File: config.mk
export PLATFORM = sky130hd
export DESIGN_NAME = mem_stage
export DESIGN_NICKNAME = d
export VERILOG_FILES = /design/src/rtl/mem_stage_pkg.sv /design/src/rtl/mem_lane_fmt.sv /design/src/rtl/mem_stage.sv
export SDC_FILE = /design/constraint.sdc
export NUM_CORES = 1
export LEC_CHECK = 0
export BUFFER_PORTS_ARGS = -buffer_cell sky130_fd_sc_hd__clkbuf_2
export CORE_MARGIN = 8
export CORE_UTILIZATION = 52
export DETAILED_ROUTE_END_ITERATION = 8
export PLACE_DENSITY_LB_ADDON = 0.1
export SETUP_SLACK_MARGIN = 0.2
export SLEW_MARGIN = 15
export SYNTH_ARGS = -nofsm -noshare
export SYNTH_HDL_FRONTEND = slang
export SYNTH_SLANG_ARGS = --single-unit
File: constraint.sdc
create_clock -name clk_i -period 6.55 [get_ports clk_i]
set_input_delay 0.655 -clock clk_i [delete_from_list [all_inputs] [get_ports clk_i]]
set_output_delay 0.655 -clock clk_i [all_outputs]
set_load 0.01 [all_outputs]
File: src/rtl/mem_stage_pkg.sv
`default_nettype none
// ============================================================================
// mem_stage_pkg : decode bit indices, FSM encodings and strobe constants
// Revision      : 1.0
// ============================================================================
package mem_stage_pkg;

   localparam int DECODE_W = 46;

   // Instruction decode net bit positions, shared with the decode stage.
   localparam int IS_ADD = 0;
   localparam int IS_LB  = 10;
   localparam int IS_LH  = 11;
   localparam int IS_LW  = 12;
   localparam int IS_LBU = 13;
   localparam int IS_LHU = 14;
   localparam int IS_SB  = 15;
   localparam int IS_SH  = 16;
   localparam int IS_SW  = 17;

   localparam logic [1:0] MEM_ST_IDLE   = 2'd0;
   localparam logic [1:0] MEM_ST_ACCESS = 2'd1;
   localparam logic [1:0] MEM_ST_DONE   = 2'd2;

   localparam logic [3:0] MEM_STRB_NONE    = 4'b0000;
   localparam logic [3:0] MEM_STRB_BYTE0   = 4'b0001;
   localparam logic [3:0] MEM_STRB_LO_HALF = 4'b0011;
   localparam logic [3:0] MEM_STRB_HI_HALF = 4'b1100;
   localparam logic [3:0] MEM_STRB_WORD    = 4'b1111;

   // Latched memory-operation attributes; word size is implied by neither b nor h.
   typedef struct packed {
      logic store;
      logic size_b;
      logic size_h;
      logic unsigned_ld;
   } mem_op_t;

   function automatic logic mem_misaligned(input logic size_h, input logic size_w,
                                           input logic [1:0] addr_lo);
      return (size_h & addr_lo[0]) | (size_w & (addr_lo != 2'b00));
   endfunction

endpackage
`default_nettype wire

File: src/rtl/mem_lane_fmt.sv
`default_nettype none
// ============================================================================
// mem_lane_fmt : store byte-lane steering and load extract / extension
// Revision     : 1.0
// ============================================================================
module mem_lane_fmt
   import mem_stage_pkg::*;
(
   input  logic        is_store,
   input  logic        size_b,
   input  logic        size_h,
   input  logic        unsigned_ld,
   input  logic [1:0]  addr_lo,
   input  logic [31:0] store_data,
   input  logic [31:0] rdata,
   output logic [31:0] wdata,
   output logic [3:0]  wstrb,
   output logic [31:0] load_value
);

   logic [7:0]  w_byte;
   logic [15:0] w_half;

   always_comb begin
      wdata = store_data;
      if (size_b)
         wdata = {4{store_data[7:0]}};
      else if (size_h)
         wdata = {2{store_data[15:0]}};
   end

   always_comb begin
      wstrb = MEM_STRB_NONE;
      if (is_store) begin
         if (size_b)
            wstrb = MEM_STRB_BYTE0 << addr_lo;
         else if (size_h)
            wstrb = addr_lo[1] ? MEM_STRB_HI_HALF : MEM_STRB_LO_HALF;
         else
            wstrb = MEM_STRB_WORD;
      end
   end

   // Misaligned halves/words simply use the lane the low address bits point at.
   assign w_byte = rdata[{addr_lo, 3'b000} +: 8];
   assign w_half = addr_lo[1] ? rdata[31:16] : rdata[15:0];

   always_comb begin
      load_value = rdata;
      if (size_b)
         load_value = unsigned_ld ? {24'h0, w_byte} : {{24{w_byte[7]}}, w_byte};
      else if (size_h)
         load_value = unsigned_ld ? {16'h0, w_half} : {{16{w_half[15]}}, w_half};
   end

endmodule
`default_nettype wire

File: src/rtl/mem_stage.sv
`default_nettype none
// ============================================================================
// mem_stage : memory-access stage, one bus transaction per load/store
//             optional misalignment trap: MEM_MISALIGN_TRAP_EN
// Revision  : 1.0
// ============================================================================
module mem_stage
   import mem_stage_pkg::*;
#(
   parameter int unsigned BUS_TIMEOUT = 255
) (
   input  logic                clk_i,
   input  logic                rst_i,
   input  logic                start_i,
   input  logic [DECODE_W-1:0] decode_net_i,
   input  logic [31:0]         address_i,
   input  logic [31:0]         exec_value_i,
   input  logic [31:0]         store_data_i,
   output logic                mem_req_o,
   output logic                mem_we_o,
   output logic [31:0]         mem_addr_o,
   output logic [31:0]         mem_wdata_o,
   output logic [3:0]          mem_wstrb_o,
   input  logic                mem_ack_i,
   input  logic [31:0]         mem_rdata_i,
   output logic                done_o,
   output logic [31:0]         writeback_value_o,
   output logic                bus_err_o,
   output logic                misaligned_o
);

   localparam logic [15:0] c_TIMEOUT_LAST = 16'(BUS_TIMEOUT - 1);

   logic [1:0]  r_state;
   logic [1:0]  w_next_state;
   mem_op_t     r_op;
   mem_op_t     w_dec_op;
   logic [31:0] r_addr;
   logic [31:0] r_store_data;
   logic [15:0] r_wait_cnt;
   logic [31:0] r_wb;
   logic        r_bus_err;
   logic        r_misaligned;
   logic        w_is_mem;
   logic        w_misalign;
   logic        w_timeout;
   logic [31:0] w_wdata;
   logic [3:0]  w_wstrb;
   logic [31:0] w_load_value;
   logic        w_unused_decode;

   assign w_unused_decode = ^decode_net_i;

   assign w_dec_op.store       = decode_net_i[IS_SB] | decode_net_i[IS_SH] | decode_net_i[IS_SW];
   assign w_dec_op.size_b      = decode_net_i[IS_LB] | decode_net_i[IS_LBU] | decode_net_i[IS_SB];
   assign w_dec_op.size_h      = decode_net_i[IS_LH] | decode_net_i[IS_LHU] | decode_net_i[IS_SH];
   assign w_dec_op.unsigned_ld = decode_net_i[IS_LBU] | decode_net_i[IS_LHU];
   assign w_is_mem = w_dec_op.store | decode_net_i[IS_LB] | decode_net_i[IS_LH]
                   | decode_net_i[IS_LW] | decode_net_i[IS_LBU] | decode_net_i[IS_LHU];

`ifdef MEM_MISALIGN_TRAP_EN
   assign w_misalign = w_is_mem & mem_misaligned(w_dec_op.size_h,
                                                 decode_net_i[IS_LW] | decode_net_i[IS_SW],
                                                 address_i[1:0]);
`else
   assign w_misalign = 1'b0;
`endif

   assign w_timeout = (r_wait_cnt == c_TIMEOUT_LAST);

   mem_lane_fmt u_lane_fmt (
      .is_store    (r_op.store),
      .size_b      (r_op.size_b),
      .size_h      (r_op.size_h),
      .unsigned_ld (r_op.unsigned_ld),
      .addr_lo     (r_addr[1:0]),
      .store_data  (r_store_data),
      .rdata       (mem_rdata_i),
      .wdata       (w_wdata),
      .wstrb       (w_wstrb),
      .load_value  (w_load_value)
   );

   always_ff @(posedge clk_i or posedge rst_i) begin
      if (rst_i)
         r_state <= MEM_ST_IDLE;
      else
         r_state <= w_next_state;
   end

   always_comb begin
      w_next_state = r_state;
      case (r_state)
         MEM_ST_IDLE:
            if (start_i)
               w_next_state = (w_is_mem && !w_misalign) ? MEM_ST_ACCESS : MEM_ST_DONE;
         MEM_ST_ACCESS:
            if (mem_ack_i || w_timeout)
               w_next_state = MEM_ST_DONE;
         MEM_ST_DONE:
            w_next_state = MEM_ST_IDLE;
         default:
            w_next_state = MEM_ST_IDLE;
      endcase
   end

   always_comb begin
      mem_req_o   = 1'b0;
      mem_we_o    = 1'b0;
      mem_addr_o  = 32'h0;
      mem_wdata_o = 32'h0;
      mem_wstrb_o = MEM_STRB_NONE;
      done_o      = 1'b0;
      case (r_state)
         MEM_ST_ACCESS: begin
            mem_req_o   = 1'b1;
            mem_we_o    = r_op.store;
            mem_addr_o  = {r_addr[31:2], 2'b00};
            mem_wdata_o = w_wdata;
            mem_wstrb_o = w_wstrb;
         end
         MEM_ST_DONE:
            done_o = 1'b1;
         default: ;
      endcase
   end

   // Operand latches and result registers; results change only on entry to DONE.
   always_ff @(posedge clk_i or posedge rst_i) begin
      if (rst_i) begin
         r_op         <= '0;
         r_addr       <= 32'h0;
         r_store_data <= 32'h0;
         r_wait_cnt   <= 16'h0;
         r_wb         <= 32'h0;
         r_bus_err    <= 1'b0;
         r_misaligned <= 1'b0;
      end else begin
         case (r_state)
            MEM_ST_IDLE:
               if (start_i) begin
                  r_op         <= w_dec_op;
                  r_addr       <= address_i;
                  r_store_data <= store_data_i;
                  r_wait_cnt   <= 16'h0;
                  if (!w_is_mem || w_misalign) begin
                     r_wb         <= w_misalign ? 32'h0 : exec_value_i;
                     r_bus_err    <= 1'b0;
                     r_misaligned <= w_misalign;
                  end
               end
            MEM_ST_ACCESS:
               if (mem_ack_i) begin
                  r_wb         <= r_op.store ? 32'h0 : w_load_value;
                  r_bus_err    <= 1'b0;
                  r_misaligned <= 1'b0;
               end else if (w_timeout) begin
                  r_wb         <= 32'h0;
                  r_bus_err    <= 1'b1;
                  r_misaligned <= 1'b0;
               end else begin
                  r_wait_cnt <= r_wait_cnt + 16'h1;
               end
            default: ;
         endcase
      end
   end

   assign writeback_value_o = r_wb;
   assign bus_err_o         = r_bus_err;
   assign misaligned_o      = r_misaligned;

endmodule
`default_nettype wire

Word level (Yosys, flattened, before mapping)
Cells that the tools add are included.
W data, S select, Z words.

word-level totals
  register bits after elaboration = 120

operators by class
  reductions and logical operators = 7
  $add $sub $neg = 1
  multiplexer cells = 39
  bitwise operators = 12
  shifts and indexed selects = 2
  equality and inequality tests = 9

operators with widths
  cell                     number
  $mux W32                 13
  $mux W16                 4
  $pmux W32 S2             1
  $pmux W16 S2             1
  $shiftx A32 B6 Y8        1
  $mux W4                  5
  $add A16 B1 Y16 const B  1
  $eq A16 B8 Y1 const B    1
  $or A1 B1 Y1             12
  $ne A2 B2 Y1 const B     5
  $mux W1                  9
  $reduce_and A4 Y1        2
  $mux W2                  3
  $pmux W1 S2              2
  $pmux W2 S2              1
  $reduce_and A2 Y1        2
  $shl A1 B2 Y4 const A    1
  $ne A3 B3 Y1 const B     1
  $eq A2 B1 Y1 const B     1
  $eq A2 B2 Y1 const B     1
  $logic_not A2 Y1         1
  $reduce_bool A2 Y1       1
  $logic_or A1 B1 Y1       1

Depth between registers and ports, before layout
Gate-level depths: netlist of the first run.

  depth after elaboration = 10
  gate-level depth with buffers = 9
  gate-level depth less buffers = 6

Cells and area by module
From an unflattened synthesis of the first run, not the netlist that was laid out.

second synthesis, totals
  cell total of the unflattened synthesis = 786
  area, all modules = 6947.9 µm²

modules (own cells, without submodules)
  module        instances  cells each  sequential area each (µm²)  area an instance (µm²)
  mem_stage     1          599         2977.9                      5690.5
  mem_lane_fmt  1          187         0.0                         1257.5

Least setup slack after synthesis of the first run
Ideal clock, no wire load.

  path kind = input to register
  from = in decode_net_i[14]
  to = reg r_wb[10] (netlist: writeback_value_o[10])
  stages on the path = 6
  required time = 6423 ps
  buffers on the path = 2
  data arrival time = 2408 ps
  slack = 4014 ps
  cell sequence = or4_4 -> o41ai_4 -> o31a_1 -> buf_4 -> buf_6 -> mux2_1

between the ends
  longest elaborated chain between the ends = 3

ends and longest elaborated chain
  what                                RTL line          RTL
  start: declaration                  mem_stage.sv:15   input logic [DECODE_W-1:0] decode_net_i,
  $or A1 B1 Y1                        mem_stage.sv:59   | decode_net_i[IS_LW] | decode_net_i[IS_LBU] | decode_net_i[IS_LHU];
  $ne A2 B2 Y1 (no source line)       -
  $reduce_and A4 Y1 (no source line)  -
  end signal: assignment              mem_stage.sv:147  r_wb <= w_misalign ? 32'h0 : exec_value_i;
  end signal: assignment              mem_stage.sv:154  r_wb <= r_op.store ? 32'h0 : w_load_value;
  end: declaration                    mem_stage.sv:41   logic [31:0] r_wb;

Every way passes these cells.
A chain may end at the register's enable or synchronous reset.

Final worst setup path of the first run
  from = reg r_op[1] (netlist name)
  to = out mem_wdata_o[26]

between the ends
  longest elaborated chain between the ends = 3

ends and longest elaborated chain
  what                      RTL line            RTL
  start: declaration        mem_stage.sv:36     mem_op_t r_op;
  start signal: assignment  mem_stage.sv:142    r_op <= w_dec_op;
  $mux W32                  mem_lane_fmt.sv:28  else if (size_h)
  $mux W32                  mem_lane_fmt.sv:26  if (size_b)
  $mux W32                  mem_stage.sv:114    case (r_state)
  end: declaration          mem_stage.sv:22     output logic [31:0] mem_wdata_o,

Every way passes these cells.

==> summary.txt, run 1 <==
Root Driver: clkbuf_16
Vias per cell: 5.66
HP Class: primary input to async pin
Via count: 6541
GRT Util Overall: 25.5%
Core footprint: 12600 um2
FMAX: 0.312 GHz
Post-CTS Resized: 0
LEAKAGE: 4.41 nW
Fin crit period: 3200 ps
Unrepaired setup endpoints after global routing: false
Ys Warns: 0
Worst setup path class: flip-flop to output port
Die width: 129 um
Initial antenna violation count: 0
CP Max Fanout: 34
Hold_ws: 250 ps
Worst Path Arrival: 2550 ps
DR WL/cell: 18.4 um
Clk slew on worst S/H paths: 60 ps
Synthesized cell area: 6660 um2
Drt total wl: 21.3 mm
PD cells: 448 nW/um2
Largest net degree at the start of global routing: 88
TNS Setup: 0 ps
CP endpoint kind: output port
Antenna viol nets, final: 0
Largest area contributor in the netlist: dfrtp_1
Total power: 0.00379 W
Clock Latency Late Sink: 410 ps
Relative slew slack: 22.7%
Worst VDD drop: 0.254 mV
CTS Hold Bufs: 0
Fin. max-slew vios: 0
Clock Skew: 10.4 ps
Fill cells: 1076
Actual slew at the worst max-slew pin: 1160 ps
Simple-gate share of the synthesized area: 23.9%
Iter 0 DRT Violations: 610
Die height: 129 um
# clock sinks: 119
Layout cells sized above 1: 31.1%
EDFF count, synth: 0
Cts bufs inserted: 17
IO Count: 283
Detailed Routing Iterations Pass 1: 5
CTS Buffer Depth: 2
Crit start category: flip-flop
Setup violations, final: 0
Top-area cell type share of the netlist area: 44.7%
Effective utilization at floorplan: 53.0%
Synth async-reset ratio: 100%
Layout net count: 1149
Compound-gate portion of the synthesized area: 18.6%
Placed wire-length estimate: 15.1 mm
Area Overhead vs Synth: 26.9%
Vias in the first global route: 6583
Drc violations: 0
Yosys cell types: 54
Post-Syn Instances: 764
Gpl congestion: 0.890
Max H-tree Level: 4
Synth area leaders: dfrtp_1, nand2_1, and2_1, mux2i_1, clkbuf_1
Sequential area share after synthesis: 44.7%
CP required: 5890 ps
Synth Register Bits: 119
Post-Synth XOR/XNOR Area: 0%
Port buffer count: 241
First-pass GRT wire length: 33.5 mm
Fraction of synthesized area in multiplexers: 7.14%
Syn Area/Cell: 8.72 um2
Status: finished, final reports clean
Ys flop type: dfrtp_1
GR Overflow Total: 0
CTS tree: done
Post-CTS setup buffer count: 0
Final Hold Vio Count: 0
# rows: 41
Period utilisation layout: 48.9%
Largest family of logic cells by synthesized area: simple AND/OR/NAND/NOR gates
Adder-Cell Fraction of Synth Area: 0.376%
Max Cap Viol: 0
Die Area: 16700 um2
==> per-stage QoR <==
stage	cell area, um2	worst slack [ps]	std cells	util [%]
after floorplan	6670	2740	766	-
after global placement	7890	3540	1122	62.8
after detailed placement	7890	3520	1122	62.8
after CTS	8450	3390	1154	67.2
after global routing	8450	3200	1154	67.2
final	8450	3350	1155	67.2
==> synth_stat cells, types with 8 or more instances <==
library cell and instances:
and2_1 41, a211oi_1 8, clkbuf_1 53, o311a_1 16, a2bb2oi_1 16, o21ai_0 15
inv_1 16, nand2_1 235, nor2_1 32, a21oi_1 26, dfrtp_1 119, o2111ai_1 19
and3_1 9, mux2_1 13, mux2i_1 25, a211o_1 9, a32o_1 9
==> layout by cell type (no fill, tap or decap), drive strengths merged, types with 5 or more instances in the layout <==
cell type,n
clkbuf,258
nand2,235
dfrtp,119
and2,41
nor2,32
a21oi,26
mux2i,25
mux2,20
o2111ai,19
inv,18
o311a,16
a2bb2oi,16
o21ai,16
and3,9
a211o,9
a32o,9
buf,9
a211oi,8
o22ai,7
or2,7
a2111oi,7
a221o,7
clkinv,7
or3,5
clkinvlp,5
nand2b,5
==> power by group <==
part           total, W  switching, W  internal [W]  leakage, nW
Combinational   0.00161      0.000955      0.000660         2.68
Clock          0.000873      0.000353      0.000521        0.261
Sequential      0.00130      0.000253       0.00105         1.47
==> routing by layer <==
layer	up-vias	wire (um)	global-route usage, %
met3	44	1980	7.60
met2	317	10000	40.0
li1	3073	-	-
met4	0	510	10.8
met1	3107	8760	32.0
met5	-	0	0
==> path summary, 6_finish.rpt <==
kind	from	endpoint	slack, ps	depth (start not counted)
max	r_op[1]	mem_wdata_o[26]	3350	4
min reg2reg	r_addr[31]	r_addr[31]	460	2
max reg2reg	r_wait_cnt[0]	writeback_value_o[9]	3590	7
min	rst_i	r_addr[19]	250	2
max in group asynchronous	rst_i	writeback_value_o[10]	5170	3
min in group clk_i	address_i[27]	r_addr[27]	430	3
==> layout make-up <==
class / count / area (um2) / area share [%]
Antenna cell: 1 / 2.50 / 0.0296
Clock buffer: 17 / 425 / 5.03
Clock inverter: 15 / 131 / 1.55
Inverter: 16 / 62.6 / 0.740
Multi-Input combinational cell: 565 / 3360 / 39.7
Sequential cell: 119 / 2980 / 35.2
Tap cell: 172 / 215 / 2.55
Timing Repair Buffer: 250 / 1280 / 15.1
==> worst max-delay path, cell delays in order, from the launching register on <==
cell and delay (ps):
dfrtp_1 870, or2_2 670, nor2_1 100, a211oi_1 300, clkbuf_2 200
==> sequential cells by signal, summed over array words and instances (netlist names) <==
signal and count:
bus_err_o 1, r_addr 32, r_op 4, r_state 2
r_store_data 32, r_wait_cnt 16, writeback_value_o 32
==> cell families after synthesis <==
group / Yosys count
AOI/OAI and AO/OA: 156
adders and majority gates: 2
buffers and inverters: 82
DFF: 119
muxes: 45
other: 1
and+or+nand+nor: 359
(Power assumes the default switching activity.)
==> run 2: changes to the inputs <==
- CORE_UTILIZATION: 52 -> 44
- clock period: 6.55 -> 2.7 ns (I/O delays scaled with it)
==> run 2 against run 1 <==
Effect of this change:
- hold slack worse by 210 ps
- setup slack worse by 3000 ps
- design area up 3.5%
- first-iteration DRC count down 46%
- final cell count up 2.6%
- global-route usage down 3.6 points
- clock power rose to 2.9 times the previous value
- register-to-register slack worse by 3000 ps
- largest cell class unchanged
==> summary.txt, run 2 (synthesis results as in run 1) <==
Core footprint: 15000 um2 (+19%)
Reg2reg setup slack: 560 ps (-3030 ps)
PD cells: 1110 nW/um2 (+150%)
Worst VDD drop: 0.494 mV (+94%)
Clock Skew: 4.44 ps (-5.99 ps)
Status: finished, final reports clean
First-pass GRT wire length: 34.1 mm (+1.9%)
Placed wire-length estimate: 15.7 mm (+3.4%)
CP Max Fanout: 34 (unchanged)
Hold EP: r_addr[13]
IO Count: 283 (unchanged)
Cts bufs inserted: 17 (unchanged)
Max H-tree Level: 4 (unchanged)
Drc violations: 0 (unchanged)
Worst reg2reg path endpoint: r_wait_cnt[12]
Iter 0 DRT Violations: 331 (-46%)
Unrepaired setup endpoints after global routing: false
Relative slew slack: 34.8% (+12 points)
Fill cells: 1381 (+28%)
Worst Path Arrival: 2040 ps (-510 ps)
Placed standard-cell area: 8050 um2 (+2.1%)
# clock sinks: 119 (unchanged)
LEAKAGE: 4.54 nW (+3.1%)
# diodes: 0 (-1)
Register area: 2980 um2 (about the same)
Crit start category: flip-flop
Critical Path Slowest Stage Cell: dfrtp_1
Placed Instances: 1152 (+2.7%)
Die width: 139 um (+7.6%)
Clk slew on worst S/H paths: 60 ps (about the same)
CTS Buffer Depth: 2 (unchanged)
DR WL/cell: 18.0 um (-2.1%)
Final Hold Vio Count: 0 (unchanged)
Gpl congestion: 0.807 (-9.3%)
# rows: 45 (+9.8%)
GR Overflow Total: 0 (unchanged)
Vias per cell: 5.40 (-4.6%)
Period utilisation layout: 85.4%
Layout Cells excl Fill: 1185 (+2.6%)
Largest net degree at the start of global routing: 50 (-43%)
Multi-input logic area: 3360 um2 (+0.15%)
CP cell instances: or2_4 -> nand2_1 -> a21oi_1 -> clkbuf_2
Hold Path Stages: 3
Die Area: 19300 um2 (+16%)
Vias in the first global route: 6498 (-1.3%)
Clock Latency Late Sink: 410 ps (about the same)
TNS Setup: 0 ps (unchanged)
Fin crit period: 2310 ps
Effective utilization at floorplan: 44.5% (-8.5 points)
Commonest non-fill, non-tap cell in the layout: clkbuf_2
Antenna viol nets, final: 0 (unchanged)
Fin. max-slew vios: 0 (unchanged)
Die height: 139 um (+7.6%)
Layout net count: 1164 (+1.3%)
R2r worst-path depth: 4 (-3)
Most frequent cells in the layout: clkbuf_2, nand2_1, dfrtp_1
CTS tree: done
Via count: 6399 (-2.2%)
CP required: 2430 ps (-3460 ps)
Detailed Routing Iterations Pass 1: 5 (unchanged)
FMAX: 0.434 GHz
GRT Util Overall: 21.9% (-3.6 points)
Initial antenna violation count: 0 (unchanged)
Max Cap Viol: 0 (unchanged)
Worst setup path class: flip-flop to output port
Root Driver: clkbuf_16
Crit path largest cell delay: 610 ps (-260 ps)
Layout cells sized above 1: 32.1% (+1.0 points)
Setup violations, final: 0 (unchanged)
Port buffer count: 241 (unchanged)
Finished Cell Area: 8750 um2 (+3.5%)
Startpoint of the worst register-to-register path: r_state[0]
Area Overhead vs Synth: 31.4%
CP endpoint kind: output port
Drt total wl: 21.4 mm (+0.41%)
HP Class: primary input to flip-flop
Post-CTS setup buffer count: 0 (unchanged)
Actual slew at the worst max-slew pin: 972 ps (-184 ps)
Min-delay src: address_i[13]
[run 2: stage by stage]
| stage | hold slack [ps] | power [W] | utilization (%) | setup slack, ps |
|---|---|---|---|---|
| floorplan | 375 | 0.00570 | - | 549 |
| global placement | 367 | 0.00714 | 53.8 | 483 |
| detailed placement | 371 | 0.00719 | 53.8 | 452 |
| CTS | 30.4 | 0.00981 | 58.4 | 230 |
| global route | 39.1 | 0.0104 | 58.4 | 261 |
| finish | 42.0 | 0.00974 | 58.4 | 394 |
[run 2: critical path, delay by kind of cell (launching register included)]
| family | cells | cell delay (ps) |
|---|---|---|
| AND/OR/NAND/NOR | 2 | 590 |
| AO/OA/AOI/OAI | 1 | 240 |
| buffers and inverters | 1 | 180 |
| flip-flops | 1 | 610 |
[run 2: cell type report]
cell class / instances / share of cell area [%]
timing repair buffer: 265 / 16.3
tap: 188 / 2.69
clock buffer: 22 / 5.54
multi-input combinational: 565 / 38.5
sequential: 119 / 34.1
inverter: 16 / 0.730
clock inverter: 10 / 2.17
[run 2: worst max path at each step]
| stage | from | to | slack (ps) | cells after the start |
|---|---|---|---|---|
| after CTS | r_op[2] | mem_wdata_o[22] | 230 | 5 |
| after global placement | decode_net_i[14] | writeback_value_o[14] | 480 | 6 |
| after detailed placement | decode_net_i[14] | writeback_value_o[8] | 450 | 6 |
| after floorplan | decode_net_i[14] | writeback_value_o[10] | 550 | 6 |
| after global routing | r_state[0] | mem_addr_o[20] | 260 | 5 |
| final | r_op[1] | mem_wdata_o[19] | 390 | 4 |
[run 2: report_power, final]
group	leakage, nW	switching (W)	total [W]	internal, W
clock	0.319	0.000833	0.00257	0.00174
combinational	2.76	0.00237	0.00407	0.00170
sequential	1.47	0.000545	0.00309	0.00255
[run 2: routing by layer]
layer	GRT usage, %	vias to the layer above	part of all wire (%)
met1	26.6	3036	43
li1	-	3117	-
met4	5.78	0	1.4
met3	8.57	23	8.8
met2	35.4	223	47
met5	0	-	0
[run 2: repair_timing]
action / 4_1_cts / 5_1_grt
cloned: 0 / 0
setup endpoints to repair: 19 / 17
hold buffers: 1 / 0
hold endpoints to repair: 23 / 0
gates resized for setup: 2 / 2
